### config.mk
export PLATFORM = sky130hd
export DESIGN_NAME = hamming_2d_stream_rx
export DESIGN_NICKNAME = d
export VERILOG_FILES = /design/src/rtl/hamming_2d_stream_rx.sv
export SDC_FILE = /design/constraint.sdc
export NUM_CORES = 1
export LEC_CHECK = 0
export ABC_AREA = 1
export BUFFER_PORTS_ARGS = -buffer_cell sky130_fd_sc_hd__buf_2
export CORE_AREA = 2 2 162 164
export CTS_CLUSTER_SIZE = 12
export DETAILED_ROUTE_END_ITERATION = 8
export DIE_AREA = 0 0 164 166
export PLACE_DENSITY = 0.82
export SLEW_MARGIN = 15
export SYNTH_ARGS = -nofsm -noshare
export SYNTH_HDL_FRONTEND = slang
export SYNTH_SLANG_ARGS = --single-unit
### constraint.sdc
create_clock -name clk -period 6 [get_ports clk]
set_input_delay 0.3 -clock clk [delete_from_list [all_inputs] [get_ports clk]]
set_output_delay 0.3 -clock clk [all_outputs]
set_load 0.005 [all_outputs]
### src/rtl/hamming_2d_stream_rx.sv
// Receive-side streaming front end for the interleaved 2-D Hamming link.
//
// Codeword layout (105 bits = 15 columns x 7 bits):
//   symbol k  == column k == codeword bits [7k+6:7k]
//   bit j of a column is position j+1 of a Hamming(7,4) column code:
//     parity at j=0,1,3; data rows 0..3 at j=2,4,5,6
//   row r (0..3) across columns 0..14 is a Hamming(15,11) row code,
//     column c is row position c+1: parity at c=0,1,3,7, data elsewhere
//   the 44 row-data bits form the interleaved word w[11*r+k] (k-th data column);
//   deinterleave: data[i] = w[(7*i) % 44]
//
// Decoding corrects any pattern with at most one error per column silently.
// If the column pass leaves residual errors (two errors in one column), the
// row pass still attempts a fix but the word is flagged uncorrectable.

// Column-then-row product decoder, purely combinational.
module hamming_2d_decoder (
  input  logic [104:0] cw_i,
  output logic [43:0]  data_o,
  output logic         err_o
);

  localparam int DCOL [11] = '{2, 4, 5, 6, 8, 9, 10, 11, 12, 13, 14};

  logic [6:0]       col;
  logic [2:0]       cs;
  logic [3:0][14:0] rows;
  logic [14:0]      row;
  logic [3:0]       rs;

  // Column syndromes fix one error per column, then row syndromes mop up residue.
  always_comb begin
    col    = '0;
    cs     = '0;
    rows   = '0;
    row    = '0;
    rs     = '0;
    data_o = '0;
    err_o  = 1'b0;
    for (int c = 0; c < 15; c++) begin
      col = cw_i[7*c +: 7];
      cs  = '0;
      for (int j = 0; j < 7; j++) begin
        if (col[j]) cs = cs ^ 3'(j + 1);
      end
      if (cs != 3'd0) col[cs - 3'd1] = ~col[cs - 3'd1];
      rows[0][c] = col[2];
      rows[1][c] = col[4];
      rows[2][c] = col[5];
      rows[3][c] = col[6];
    end
    for (int r = 0; r < 4; r++) begin
      row = rows[r];
      rs  = '0;
      for (int p = 0; p < 15; p++) begin
        if (row[p]) rs = rs ^ 4'(p + 1);
      end
      if (rs != 4'd0) begin
        err_o          = 1'b1;
        row[rs - 4'd1] = ~row[rs - 4'd1];
      end
      for (int k = 0; k < 11; k++) begin
        data_o[11*r + k] = row[DCOL[k]];
      end
    end
  end

endmodule

// Undo the stride-7 bit interleave applied by the transmitter.
module deinterleaver_44bit (
  input  logic [43:0] in_i,
  output logic [43:0] out_o
);

  // Output bit i comes from interleaved position (7*i) mod 44.
  always_comb begin
    out_o = '0;
    for (int i = 0; i < 44; i++) begin
      out_o[i] = in_i[(7*i) % 44];
    end
  end

endmodule

// Symbol assembly, framing check, decode hand-off and link statistics.
//
// Handshakes: a transfer happens on a rising edge where valid and ready are
// both 1; a producer holds its data stable while valid=1 and ready=0.
module hamming_2d_stream_rx #(
  parameter int CNT_W  = 16,
  parameter int FERR_W = 8
) (
  input  logic              clk,
  input  logic              rst,
  input  logic [6:0]        in_data,
  input  logic              in_valid,
  input  logic              in_last,
  output logic              in_ready,
  output logic [43:0]       out_data,
  output logic              out_err,
  output logic              out_valid,
  input  logic              out_ready,
  input  logic              clr_cnt,
  output logic [CNT_W-1:0]  cw_cnt,
  output logic [CNT_W-1:0]  uncorr_cnt,
  output logic [FERR_W-1:0] ferr_cnt,
  output logic [1:0]        dbg_state
);

  typedef enum logic [1:0] {
    ST_COLLECT = 2'd0,
    ST_FULL    = 2'd1,
    ST_RESYNC  = 2'd2
  } state_t;

  state_t              state_q, state_d;
  logic [104:0]        asm_q, asm_d;
  logic [3:0]          idx_q, idx_d;
  logic                in_ready_q, in_ready_d;
  logic [43:0]         out_data_q, out_data_d;
  logic                out_err_q, out_err_d;
  logic                out_valid_q, out_valid_d;
  logic [CNT_W-1:0]    cw_cnt_q, cw_cnt_d;
  logic [CNT_W-1:0]    uncorr_cnt_q, uncorr_cnt_d;
  logic [FERR_W-1:0]   ferr_cnt_q, ferr_cnt_d;

  logic [43:0] dec_word;
  logic [43:0] dec_data;
  logic        dec_err;
  logic        in_hs;
  logic        cw_inc, uncorr_inc, ferr_inc;

  hamming_2d_decoder u_dec (
    .cw_i   (asm_q),
    .data_o (dec_word),
    .err_o  (dec_err)
  );

  deinterleaver_44bit u_deint (
    .in_i  (dec_word),
    .out_o (dec_data)
  );

  // Next-state for the assembly FSM, output register and counters.
  always_comb begin
    state_d      = state_q;
    asm_d        = asm_q;
    idx_d        = idx_q;
    out_data_d   = out_data_q;
    out_err_d    = out_err_q;
    out_valid_d  = out_valid_q;
    cw_cnt_d     = cw_cnt_q;
    uncorr_cnt_d = uncorr_cnt_q;
    ferr_cnt_d   = ferr_cnt_q;
    cw_inc       = 1'b0;
    uncorr_inc   = 1'b0;
    ferr_inc     = 1'b0;
    in_hs        = in_valid & in_ready_q;

    // A drained word frees the register unless a load below refills it.
    if (out_valid_q && out_ready) out_valid_d = 1'b0;

    case (state_q)
      ST_COLLECT: begin
        if (in_hs) begin
          for (int k = 0; k < 15; k++) begin
            if (idx_q == 4'(k)) asm_d[7*k +: 7] = in_data;
          end
          if (in_last) begin
            if (idx_q == 4'd14) begin
              state_d = ST_FULL;
            end else begin
              idx_d    = 4'd0;
              ferr_inc = 1'b1;
            end
          end else if (idx_q == 4'd14) begin
            idx_d    = 4'd0;
            ferr_inc = 1'b1;
            state_d  = ST_RESYNC;
          end else begin
            idx_d = idx_q + 4'd1;
          end
        end
      end
      ST_FULL: begin
        if (!out_valid_q || out_ready) begin
          out_data_d  = dec_data;
          out_err_d   = dec_err;
          out_valid_d = 1'b1;
          cw_inc      = 1'b1;
          uncorr_inc  = dec_err;
          idx_d       = 4'd0;
          state_d     = ST_COLLECT;
        end
      end
      ST_RESYNC: begin
        if (in_hs && in_last) begin
          idx_d   = 4'd0;
          state_d = ST_COLLECT;
        end
      end
      default: begin
        idx_d   = 4'd0;
        state_d = ST_COLLECT;
      end
    endcase

    in_ready_d = (state_d != ST_FULL);

    // Clear beats any same-cycle increment; increments stop at all-ones.
    if (clr_cnt) begin
      cw_cnt_d     = '0;
      uncorr_cnt_d = '0;
      ferr_cnt_d   = '0;
    end else begin
      if (cw_inc && (cw_cnt_q != '1))         cw_cnt_d     = cw_cnt_q + CNT_W'(1);
      if (uncorr_inc && (uncorr_cnt_q != '1)) uncorr_cnt_d = uncorr_cnt_q + CNT_W'(1);
      if (ferr_inc && (ferr_cnt_q != '1))     ferr_cnt_d   = ferr_cnt_q + FERR_W'(1);
    end
  end

  // Register all state; reset drops any partial codeword and pending output.
  always_ff @(posedge clk) begin
    if (rst) begin
      state_q      <= ST_COLLECT;
      asm_q        <= '0;
      idx_q        <= 4'd0;
      in_ready_q   <= 1'b1;
      out_data_q   <= '0;
      out_err_q    <= 1'b0;
      out_valid_q  <= 1'b0;
      cw_cnt_q     <= '0;
      uncorr_cnt_q <= '0;
      ferr_cnt_q   <= '0;
    end else begin
      state_q      <= state_d;
      asm_q        <= asm_d;
      idx_q        <= idx_d;
      in_ready_q   <= in_ready_d;
      out_data_q   <= out_data_d;
      out_err_q    <= out_err_d;
      out_valid_q  <= out_valid_d;
      cw_cnt_q     <= cw_cnt_d;
      uncorr_cnt_q <= uncorr_cnt_d;
      ferr_cnt_q   <= ferr_cnt_d;
    end
  end

  assign in_ready   = in_ready_q;
  assign out_data   = out_data_q;
  assign out_err    = out_err_q;
  assign out_valid  = out_valid_q;
  assign cw_cnt     = cw_cnt_q;
  assign uncorr_cnt = uncorr_cnt_q;
  assign ferr_cnt   = ferr_cnt_q;
  assign dbg_state  = state_q;

endmodule
==> results of run 1 <==
## sequential cells by signal (all words and copies together), names as in the netlist
register,count
asm_q,105
cw_cnt,16
dbg_state,2
ferr_cnt,8
idx_q,4
in_ready,1
out_data,44
out_err,1
out_valid,1
uncorr_cnt,16
## through the flow
stage | utilization | instance area [um2]
floorplan | - | 15900
global placement | 0.645 | 16500
detailed placement | 0.645 | 16500
CTS | 0.668 | 17100
global route | 0.668 | 17100
finish | 0.668 | 17100
## layout make-up
type | instances | area share
sequential | 198 | 0.232
clock buffer | 19 | 0.0259
multi-input combinational | 1953 | 0.605
timing repair buffer | 107 | 0.0322
clock inverter | 13 | 0.00776
inverter | 330 | 0.0724
tap | 335 | 0.0245
## cells by family after synthesis
family | count (synthesis) | synth area share
buffers and inverters | 399 | 0.0976
and+or+nand+nor | 1312 | 0.383
DFF | 198 | 0.250
adders and majority gates | 54 | 0.0426
AOI/OAI and AO/OA | 435 | 0.143
xor gates and xnor gates | 151 | 0.0834
muxes | 1 | 0.000867
## worst paths after layout
| kind | to | startpoint | slack (ps) |
|---|---|---|---|
| worst max-delay path | out_data[6] | asm_q[46] | 470 |
| worst min-delay path | out_valid | out_ready | 150 |
| worst max register to register | out_data[6] | asm_q[46] | 470 |
| worst min register to register | out_data[27] | out_data[27] | 460 |
## metal layers
metal	global-route usage	up-vias
met4	0.132	0
met3	0.0402	135
li1	-	8408
met5	0	-
met2	0.590	576
met1	0.419	7688
## critical path: stages, from the launching register on
cell and delay [ps]:
dfxtp_1 430, xnor2_1 160, xor2_1 170, ha_1 310, ha_1 230, ha_1 340, nor2_1 150, nand3_1 90
nand2_1 60, inv_1 40, nand2_1 140, nand2_1 60, o21ai_0 360, inv_1 240, xor2_1 250, xor2_1 190
xor2_1 200, ha_1 400, ha_1 450, o21bai_1 190, o21ai_0 170, inv_1 60, nand3_1 60, nand3_1 300
nand3b_1 200, nand2_1 80, a21oi_1 120
## layout by cell type, fill, tap and decap left out, types with 63 or more instances in the layout
master,instances
a21oi_1,202
xnor2_1,96
o21ai_0,189
buf_2,101
nand2_2,63
nand2_1,624
nand3_1,184
dfxtp_1,198
nand4_1,71
inv_1,291
nor2_1,239
## power by group through the flow
stage	Combinational (W)	Sequential, W	Clock, W
floorplan	0.000761	0.00136	0
global placement	0.000878	0.00136	0
detailed placement	0.000898	0.00136	0
CTS	0.000904	0.00133	0.00117
global route	0.00102	0.00133	0.00122
finish	0.000930	0.00133	0.00116
==> results.cfg, run 1 <==
[status]
status = finished, final reports clean

[clock_network]
htree_levels = 4
clockRootBuffer = clkbuf_16
clock_latency_ps = 450
cts_tree = yes
cts_buffers = 17
cts.sinks = 198
ctsResizeCount = 0
cts_setup_buffers = 0
cts_hold_buf = 0
path_clk_slew_ps = 70
cts.path.max_buffers = 2

[sta]
finalWorstSetupSlack_ps = 467
fin_hold_ws_ps = 151
relSlewSlack = 0.291
drv_slew = 0
fmax_mhz = 181
rsz0062_at_grt = false
setup_viol = 0
finalHoldViolCount = 0
fin_tns_setup_ps = 0
tightest_slew_ps = 1060
period_needed_ps = 5530
fin_skew_ps = 17.6
post-route-period-util = 0.922

[global_route]
grt_remaining_overflow = 0
grt_pass1_vias = 15303
antenna_found_initial = 0
grt_max_degree = 92
grt_pass1_wl_um = 75200
gr-usage-all-layers = 0.337

[routing]
wl_per_cell_um = 15.4
routed-via-count = 16807
first_pass_iters = 7
top_layer = met4
first_iter_violations = 1545
finalWirelength_um = 45400
dr_wl_met3_um = 2720
drc = 0
vias_per_cell = 5.69
antenna_left = 0
wl_met2_um = 22000
wl_met1_um = 18800

[power]
p_clk_frac = 0.339
p_int_w = 0.00215
power_w = 0.00342
powerDensity_nw_per_um2 = 200
p_sw_w = 0.00127
vdd_drop_max_mv = 0.218
switching_share = 0.371
comb_power_share = 0.272
leakage_nw = 7.68
seq_power_share = 0.389

[final_layout]
multi_input_area_um2 = 10400
regArea_um2 = 3960
layout-drive-gt1-share = 0.114
fin_nets = 2674
area_delta_synth_final_pct = 7.79
diodes = 0
fillCellCount = 2351
instances_no_fill = 2955

[worst_setup_path]
crit_arrival_ps = 5890
path_max_fanout = 12
crit_required_ps = 6360
cp-end-kind = flop
cp-start-kind = flop
ff2ff_path_depth = 26
critPathKind = reg -> reg

[yosys]
synth_top_area_share = 0.250
yosysTopAreaCell = dfxtp_1
ys_async_sr_fraction = 0
synthFlopType = dfxtp_1
synth_cell_type_count = 49
synth_cells = 2550
synth-seq-cells = 198
syn-cell-area_um2 = 15900
synth.yosys.seq_area_share = 0.250
ys.warnings.count = 0
synth_edf_count = 0
ys_top_cells_by_area = dfxtp_1 (25%), nand2_1 (15%), inv_1 (6.9%)
synth_nets = 2617
yosysMostFrequentCell = nand2_1
syn_area_per_cell_um2 = 6.22
ys_top_cells_by_count = nand2_1 (624), inv_1 (292), nor2_1 (239), a21oi_1 (202), dfxtp_1 (198)

[place]
dp.cells = 2923
hpwlAfterDp_um = 34200
place_congestion = 0.983
io_buffers = 101
pre_cts_slack_ps = 448

[floorplanning]
start_util = 0.619
rows = 59
ioPinCount = 102
fp.dieArea_um2 = 27200
core_area_um2 = 25600
die_w_um = 164
die_h_um = 166

[flow_run]
maxCapViolations = 0

[hold_path]
hold_depth = 4
hold_path.class = in -> reg
No activity file was read; power rests on OpenSTA's default activity.
==> run 2: changes to the inputs <==
ABC_AREA = not set   (was 1)
CORE_AREA = 2 2 153 155   (was 2 2 162 164)
DIE_AREA = 0 0 155 157   (was 0 0 164 166)
PLACE_DENSITY = 0.81   (was 0.82)
==> run 2 against run 1 <==
Effect of this change: setup slack worse by 270 ps; clock-buffer cell count shrank 1; clock power about the same; combinational power decreased by 53%; wire length fell by 16%; total power down 14%; design area decreased by 8.9%; utilization up 2.4 points.
==> results.cfg, run 2 <==
[hold_path]
hold_depth = 3
hold_start = out_ready
hold_path.class = in -> reg
hold_path_end = out_valid

[worst_setup_path]
crit_required_ps = 6360
path_common_cell = ha_1
path_max_fanout = 7
cp-start-kind = flop
crit_arrival_ps = 6160
rr_endpoint = out_data[12]
critPathMaxStageDelay_ps = 440
critPathKind = reg -> reg
crit_slowest_cell = xnor3_2
cpLargestDelayFamily = compound AO/OA/AOI/OAI gates
cp_num_buf_inv = 1
cp_cell_sequence = xor2_2 -> xnor2_1 -> ha_1 -> ha_1 -> ha_1 -> nor4_2 -> mux2i_1 -> xnor3_2 -> a21o_1 -> a211oi_2 -> nor2_2 -> xnor2_2 -> ha_4 -> nor2_1 -> o211ai_1 -> o311ai_0 -> a311oi_1 -> a211oi_1 -> o21ai_0 -> o211ai_1 -> a2111oi_4 -> buf_4 -> nand2_1 -> a311oi_2
rrSetupSlack_ps = 200
reg2reg_from = asm_q[72]
ff2ff_path_depth = 24
cp-end-kind = flop
worstSetupPathDepth = 24

[yosys]
synthFlopType = dfxtp_1
ys_top_cells_by_area = dfxtp_1 (29%), xnor2_1 (10%), mux2i_1 (10%)
synth_edf_count = 0
synth_cells = 1607
syn_area_per_cell_um2 = 8.64
ys.warnings.count = 0
synth_top_area_share = 0.286
yosysTopAreaCell = dfxtp_1
syn-cell-area_um2 = 13900
synth_nets = 1674
synth-seq-cells = 198
synth_cell_type_count = 83
yosysMostFrequentCell = nor2_1
ys_top_cells_by_count = nor2_1 (233), dfxtp_1 (198), xnor2_1 (164), mux2i_1 (142), nand2_1 (110)
synth.yosys.seq_area_share = 0.286
ys_async_sr_fraction = 0

[final_layout]
multi_input_area_um2 = 9670
layout_common_cells = nor2_1 (231), dfxtp_1 (190), xnor2_1 (161)
fin_nets = 1765
largest_reg_flops = 105
diodes = 0
final_common_cell = nor2_1
top_register = asm_q
layout-drive-gt1-share = 0.153
regArea_um2 = 3980
fillCellCount = 1744
area_delta_synth_final_pct = 12.2

[routing]
wl_per_cell_um = 19.1
routed-via-count = 12150
first_iter_violations = 1032
vias_per_cell = 6.09
finalWirelength_um = 38000
antenna_left = 0
drc = 0
first_pass_iters = 5

[clock_network]
clockRootBuffer = clkbuf_16
path_clk_slew_ps = 80
cts_hold_buf = 0
cts.sinks = 198
cts.path.max_buffers = 2
clock_latency_ps = 450
htree_levels = 4
cts_tree = yes
cts_buffers = 17

[place]
place_congestion = 0.954
hpwlAfterDp_um = 27500
io_buffers = 101
pre_cts_slack_ps = 35.6

[sta]
finalWorstSetupSlack_ps = 201
fin_tns_setup_ps = 0
finalHoldViolCount = 0
post-route-period-util = 0.967
relSlewSlack = 0.322
period_needed_ps = 5800
tightest_slew_ps = 1020
fin_skew_ps = 16.9
setup_viol = 0
drv_slew = 0
fmax_mhz = 172

[global_route]
grt_pass1_vias = 11279
antenna_found_initial = 0
gr-usage-all-layers = 0.304
grt_remaining_overflow = 0
grt_max_degree = 93
grt_pass1_wl_um = 58400

[floorplanning]
ioPinCount = 102
fp.dieArea_um2 = 24300
die_h_um = 157
rows = 55
start_util = 0.617
die_w_um = 155
core_area_um2 = 22500

[status]
status = finished, final reports clean

[flow_run]
maxCapViolations = 0

[power]
vdd_drop_max_mv = 0.182
powerDensity_nw_per_um2 = 190
leakage_nw = 6.61
## run 2: cell types whose count changed after synthesis, sizes merged, moves of 37 or more
cell and change:
a21oi -124, inv -288, mux2i +142, nand2 -586, nand3 -159, nand3b -37, nand4 -53, o21ai -157
xnor2 +81
## run 2: logic make-up after synthesis
logic type / count (synthesis) / share of synthesized area
AOI/OAI and AO/OA: 261 / 0.126
xor gates and xnor gates: 254 / 0.195
buffers and inverters: 109 / 0.0302
adders and majority gates: 54 / 0.0487
and+or+nand+nor: 579 / 0.202
DFF: 198 / 0.286
muxes: 152 / 0.113
## run 2: per-stage QoR
step	power (W)	hold WS, ps	util	std cells	instance area (um2)
2_1_floorplan	0.00167	444	-	1607	13900
4_1_cts	0.00296	205	0.682	1990	15400
3_5_place_dp	0.00178	456	0.655	1956	14700
3_3_place_gp	0.00177	449	0.655	1956	14700
6_report	0.00296	216	0.692	1996	15600
5_1_grt	0.00307	238	0.692	1996	15600
## run 2: final cells by class
| cell class | count | area share |
|---|---|---|
| Inverter | 39 | 0.00940 |
| Clock inverter | 14 | 0.0106 |
| Timing Repair Buffer | 142 | 0.0524 |
| Clock buffer | 18 | 0.0282 |
| Tap cell | 285 | 0.0229 |
| Sequential cell | 198 | 0.255 |
| Multi-Input combinational cell | 1300 | 0.621 |
## run 2: timing repair
action,in CTS,in global routing
pin swaps,1,11
hold endpoints to repair,0,0
buffers inserted,2,6
endpoints found under the setup margin,2,32
gates resized for setup,0,35
## run 2: worst max path at each step
stage	endpoint	from	slack, ps
after floorplan	out_data[25]	asm_q[67]	370
after global placement	out_data[25]	asm_q[65]	270
after detailed placement	out_data[25]	asm_q[65]	40
after CTS	out_data[12]	asm_q[65]	10
after global routing	out_data[37]	asm_q[74]	-110
final	out_data[12]	asm_q[72]	200
## run 2: power breakdown
group          switching, W  internal, W
Sequential       0.00000896      0.00132
Clock              0.000556     0.000639
Combinational      0.000279     0.000160
## run 2: metal layers
layer	track usage	routed length [um]
met3	0.0672	2770
met2	0.509	17900
met1	0.370	15800
met4	0.149	1580
met5	0	0
## run 2: tightest hold or removal path, cell delays in order
cell and delay, ps:
buf_2 80, nand2b_1 150, a21oi_1 80
